## config.mk

```make
export PLATFORM = sky130hd
export DESIGN_NAME = pixel_frame_capture
export DESIGN_NICKNAME = d
export VERILOG_FILES = /design/src/rtl/pixel_frame_capture.sv
export SDC_FILE = /design/constraint.sdc
export NUM_CORES = 1
export LEC_CHECK = 0
export BUFFER_PORTS_ARGS = -buffer_cell sky130_fd_sc_hd__buf_2
export CAP_MARGIN = 30
export CORE_ASPECT_RATIO = 1.75
export CORE_MARGIN = 2
export CORE_UTILIZATION = 35
export CTS_CLUSTER_DIAMETER = 150
export DETAILED_ROUTE_END_ITERATION = 16
export HOLD_SLACK_MARGIN = 0.05
export PLACE_DENSITY = 0.61
export SLEW_MARGIN = 5
export SYNTH_ARGS = -nofsm -noshare
export SYNTH_HDL_FRONTEND = slang
export SYNTH_SLANG_ARGS = --single-unit
```

## constraint.sdc

```tcl
create_clock -name clk_i -period 3.1 [get_ports clk_i]
set_clock_uncertainty 0.2 [all_clocks]
set_input_delay 0.465 -clock clk_i [delete_from_list [all_inputs] [get_ports clk_i]]
set_output_delay 0.465 -clock clk_i [all_outputs]
set_load 0.01 [all_outputs]
```

## src/rtl/pixel_frame_capture.sv

```systemverilog
// Pixel frame capture: buffers one num_pixels frame from a row/col-addressed ADC stream and
// drains it in raster order over a valid/ready port. Define PIXEL_CAPTURE_CHECKSUM_EN for frame_checksum_o.
package pixel_frame_capture_pkg;
    function automatic int isqrt(input int value);
        int root;
        root = 0;
        for (int r = 1; r * r <= value; r++) begin
            root = r;
        end
        return root;
    endfunction
endpackage

module pixel_frame_capture
    import pixel_frame_capture_pkg::*;
#(
    parameter int num_pixels = 4,
    parameter int data_width = 8,
    localparam int sideLen = isqrt(num_pixels),
    localparam int addrWidth = (sideLen > 1) ? $clog2(sideLen) : 1,
    localparam int indexWidth = (num_pixels > 1) ? $clog2(num_pixels) : 1
) (
    input  logic                  clk_i,
    input  logic                  reset_n_i,
    input  logic                  read_i,
    input  logic [addrWidth-1:0]  row_addr_i,
    input  logic [addrWidth-1:0]  col_addr_i,
    input  logic [data_width-1:0] pixel_data_i,
    output logic                  out_valid_o,
    input  logic                  out_ready_i,
    output logic [data_width-1:0] out_data_o,
    output logic [indexWidth-1:0] out_index_o,
    output logic                  out_last_o,
    output logic                  frame_done_o,
    output logic                  short_frame_o,
    output logic                  overrun_o,
    output logic                  busy_o
`ifdef PIXEL_CAPTURE_CHECKSUM_EN
    ,
    output logic [15:0]           frame_checksum_o
`endif
);

    typedef enum logic [1:0] {IDLE, CAPTURE, DRAIN} state_e;

    localparam logic [indexWidth:0]   fullCount = (indexWidth + 1)'(num_pixels);
    localparam logic [indexWidth-1:0] lastIndex = indexWidth'(num_pixels - 1);

    state_e                  state_q, state_d;
    logic [indexWidth:0]     count_q, count_d;
    logic [indexWidth-1:0]   rdPtr_q, rdPtr_d;
    logic                    frameDone_q, frameDone_d;
    logic                    shortFrame_q, shortFrame_d;
    logic                    overrun_q, overrun_d;
    logic [data_width-1:0]   buffer_q [num_pixels];

    logic [indexWidth-1:0]   wrAddr;
    logic                    addrInRange;
    logic                    writeEn;

    assign wrAddr      = indexWidth'(row_addr_i) * indexWidth'(sideLen) + indexWidth'(col_addr_i);
    assign addrInRange = {1'b0, wrAddr} < fullCount;

    always_comb begin
        state_d      = state_q;
        count_d      = count_q;
        rdPtr_d      = rdPtr_q;
        frameDone_d  = 1'b0;
        shortFrame_d = 1'b0;
        overrun_d    = 1'b0;
        writeEn      = 1'b0;
        case (state_q)
            IDLE: begin
                if (read_i) begin
                    writeEn = addrInRange;
                    count_d = (indexWidth + 1)'(1);
                    state_d = CAPTURE;
                end
            end
            CAPTURE: begin
                if (read_i) begin
                    writeEn = addrInRange;
                    count_d = (count_q == fullCount) ? count_q : count_q + (indexWidth + 1)'(1);
                end else if (count_q == fullCount) begin
                    frameDone_d = 1'b1;
                    rdPtr_d     = '0;
                    state_d     = DRAIN;
                end else begin
                    shortFrame_d = 1'b1;
                    count_d      = '0;
                    state_d      = IDLE;
                end
            end
            DRAIN: begin
                // Samples arriving while draining are dropped so the frame being streamed stays intact.
                overrun_d = read_i;
                if (out_ready_i) begin
                    if (rdPtr_q == lastIndex) begin
                        rdPtr_d = '0;
                        count_d = '0;
                        state_d = IDLE;
                    end else begin
                        rdPtr_d = rdPtr_q + indexWidth'(1);
                    end
                end
            end
            default: state_d = IDLE;
        endcase
    end

    always_ff @(posedge clk_i or negedge reset_n_i) begin
        if (!reset_n_i) begin
            state_q      <= IDLE;
            count_q      <= '0;
            rdPtr_q      <= '0;
            frameDone_q  <= 1'b0;
            shortFrame_q <= 1'b0;
            overrun_q    <= 1'b0;
        end else begin
            state_q      <= state_d;
            count_q      <= count_d;
            rdPtr_q      <= rdPtr_d;
            frameDone_q  <= frameDone_d;
            shortFrame_q <= shortFrame_d;
            overrun_q    <= overrun_d;
        end
    end

    // Frame storage carries no reset; its contents are meaningless until a frame is captured.
    always_ff @(posedge clk_i) begin
        if (writeEn) begin
            buffer_q[wrAddr] <= pixel_data_i;
        end
    end

    assign out_valid_o   = (state_q == DRAIN);
    assign out_data_o    = buffer_q[rdPtr_q];
    assign out_index_o   = rdPtr_q;
    assign out_last_o    = (state_q == DRAIN) && (rdPtr_q == lastIndex);
    assign frame_done_o  = frameDone_q;
    assign short_frame_o = shortFrame_q;
    assign overrun_o     = overrun_q;
    assign busy_o        = (state_q != IDLE);

`ifdef PIXEL_CAPTURE_CHECKSUM_EN
    logic [15:0] frameSum;
    logic [15:0] checksum_q;

    always_comb begin
        frameSum = '0;
        for (int i = 0; i < num_pixels; i++) begin
            frameSum = frameSum + 16'(buffer_q[i]);
        end
    end

    // The buffer is complete on the CAPTURE->DRAIN edge, so the sum is latched alongside frame_done.
    always_ff @(posedge clk_i or negedge reset_n_i) begin
        if (!reset_n_i) begin
            checksum_q <= '0;
        end else if (frameDone_d) begin
            checksum_q <= frameSum;
        end
    end

    assign frame_checksum_o = checksum_q;
`endif

endmodule

```

==> results.tsv <==
stage	metric	value	unit
clock_network	numCtsBuffers	5	
worst_hold_path	hold_path.class	primary input to flip-flop	
sta	post-route-period-util	78.8	%
yosys	yosysWarningCount	0	
global_routing	grt_usage	11.8	%
global_routing	grt_pass1_vias	1039	
cells_and_area	drive_gt1_share	35.7	%
sta	clock.fmax	410	MHz
global_routing	grt_pass1_wl	4.95	mm
floorplan	fp.dieW	58.3	um
global_routing	antenna_found_initial	0	
clock_network	cts_tree	yes	
drt	viasPerCell	5.09	
worst_setup_path	cp.arrival	1780	ps
yosys	ys_types	28	
drt	wl_per_cell	15.7	um
worst_setup_path	worst-r2r-setup-slack	840	ps
drt	highest_layer	met4	
worst_setup_path	startpoint_type	flip-flop	
drt	dr_total_vias	1002	
drt	routed-wl-met3	151	um
clock_network	clock_latency	280	ps
cells_and_area	nNetsFinal	165	
worst_setup_path	critical_path_class	flip-flop to primary output	
yosys	synth_top_area_share	53.2	%
yosys	synthCells	106	
yosys	async_flop_share	23.8	%
drt	drc	0	
clock_network	clk_path_buf_depth	2	
floorplan	start_util	36.3	%
drt	ant_nets	0	
yosys	syn_area	0.00181	mm2
place	gp_congestion	0.746	
job	max-cap-violations	0	
floorplan	die_h	99.0	um
floorplan	io-pin-count	30	
yosys	ys_ff_latch	42	
global_routing	grt_max_degree	14	
worst_setup_path	cp.required	2430	ps
floorplan	core.rowCount	34	
sta	layout_min_cycle_time	2440	ps
worst_setup_path	end_kind	primary output	
worst_setup_path	critPathMaxFanout	12	
floorplan	die-area	0.00577	mm2
cells_and_area	antenna_cells	0	
floorplan	core-area	0.00498	mm2
clock_network	cts-root-buf	clkbuf_8	
status	status	completed	
sta	max-slew-margin-rel	49.8	%
yosys	synthFlopType	edfxtp_1	
clock_network	cts.clk_slew.worst_paths	70	ps
cells_and_area	area_delta_synth_final	18.1	%
cells_and_area	utilization	42.8	%
drt	wl_met2	1.68	mm
yosys	synth.avg_cell_area	17.0	um2
drt	dr.pass1.iters	4	
drt	drt-met1-wl	1.21	mm
clock_network	cts.sinks	42	
sta	tns	0	ps
yosys	synth_area_leader_cell	edfxtp_1	
power_and_ir_drop	peakVddDrop	0.446	mV
drt	routed_wirelength	3.09	mm
sta	worst_pin_slew	750	ps
drt	drt-initial-drc-count	31	
sta	rsz0062_at_grt	false	
sta	finalHoldViolations	0	
yosys	seq_area_frac_synth	67.1	%
sta	maxSlewViolCount	0	
place	io_buffers	29	
global_routing	grt_overflow_total	0	
yosys	yosys-top-cells-area	edfxtp_1, dfrtp_1, mux4_2, ha_1, mux2i_1	
place	hpwlAfterDp	2.32	mm
sta	setup_viol	0	
yosys	synth-edff-count	32	
clock_network	post_cts_resized	0	
power_and_ir_drop	p_leak	0.860	nW
clock_network	htree_levels	2	
yosys	syn-num-nets	129	
cells_and_area	fill_cells	459	
power_and_ir_drop	p_per_area	661	mW/mm2
path summary, 6_finish.rpt:
| kind | depth (start not counted) | start | endpoint |
|---|---|---|---|
| min in group asynchronous | 2 | reset_n_i | state_q[0]$_DFFE_PN0P_ |
| worst min register to register | 2 | count_q[1]$_DFFE_PN0P_ | count_q[1]$_DFFE_PN0P_ |
| worst max-delay path | 2 | out_index_o[0]$_DFFE_PN0P_ | out_data_o[5] |
| worst max register to register | 5 | state_q[1]$_DFFE_PN0P_ | buffer_q[2][2]$_DFFE_PP_ |
| max in group asynchronous | 2 | reset_n_i | count_q[1]$_DFFE_PN0P_ |
| worst min-delay path | 1 | pixel_data_i[4] | buffer_q[0][4]$_DFFE_PP_ |
cell type report:
class	count	area, um2	area share (%)
flip-flops and latches	42	1210	56.8
multi-input cells	55	552	25.9
repair buffers	32	170	7.98
clock buffers	5	68.8	3.23
well taps	54	67.6	3.17
clock inverters	3	40.0	1.88
inverters	6	22.5	1.06
routing by layer:
metal  up-vias  GRT usage, %
met5         -             0
met2        27          21.1
met4         0          4.29
li1        473             -
met1       498          12.3
met3         4          4.07
power breakdown:
group          internal [W]  switching, W
logic              0.000143      0.000167
registers          0.000663     0.0000247
clock network      0.000237      0.000173
registers in the layout, summed over array words and instances (netlist names):
register and cells:
buffer_q 32, frame_done_o 1, overrun_o 1, state_q 2, short_frame_o 1, out_index_o 2, count_q 3
synth_stat cells, types with 2 or more instances:
library cell / number
inv_1: 6
nor3b_1: 2
edfxtp_1: 32
nand3_1: 2
ha_1: 9
dfrtp_1: 10
a22o_1: 3
mux4_2: 8
and2_1: 3
nand2_1: 5
mux2i_1: 3
nor2_1: 7
layout by cell type (no fill, tap or decap), drive strengths merged:
master       instances
dlygate4sd3          1
a2bb2oi              1
inv                  6
nand4                1
and2b                1
a21oi                1
o2111ai              1
bufinv               1
nand3                2
edfxtp              32
a22o                 3
dfrtp               10
and2                 3
a221oi               1
o21ai                1
a31oi                1
nand2                5
mux4                 8
mux2i                3
nor3b                2
and3                 2
o21a                 1
mux2                 1
nor3                 1
nor2                 7
clkinv               2
clkbuf               5
ha                   9
buf                 31
cells by family (layout without fill, tap and decap cells):
logic type | count (synthesis) | count (layout) | share of synthesized area (%)
flops | 42 | 42 | 67.1
simple gates | 24 | 24 | 6.93
compound gates | 10 | 10 | 4.92
mux | 12 | 12 | 12.5
buf+inv | 9 | 46 | 2.36
fa+ha+maj | 9 | 9 | 6.24
what timing repair did:
item / in CTS / in global routing
endpoints found under the hold margin: 10 / 0
buffers inserted: 0 / 0
hold buffers: 1 / 0
critical path, stage by stage (launching register included):
cell and delay, ps:
dfrtp_1 750, mux4_2 590, buf_2 150
through the flow:
stage / instances / hold slack, ps / power, W / setup WS (ps) / instance area, um2
detailed placement: 188 / 143 / 0.00101 / 853 / 2010
CTS: 197 / 184 / 0.00143 / 605 / 2130
global placement: 188 / 143 / 0.00101 / 958 / 2010
floorplan: 106 / -30.6 / 0.000927 / 882 / 1810
finish: 197 / 192 / 0.00141 / 659 / 2130
global route: 197 / 171 / 0.00149 / 520 / 2130
Note: power is estimated with default switching activity, not from simulation.
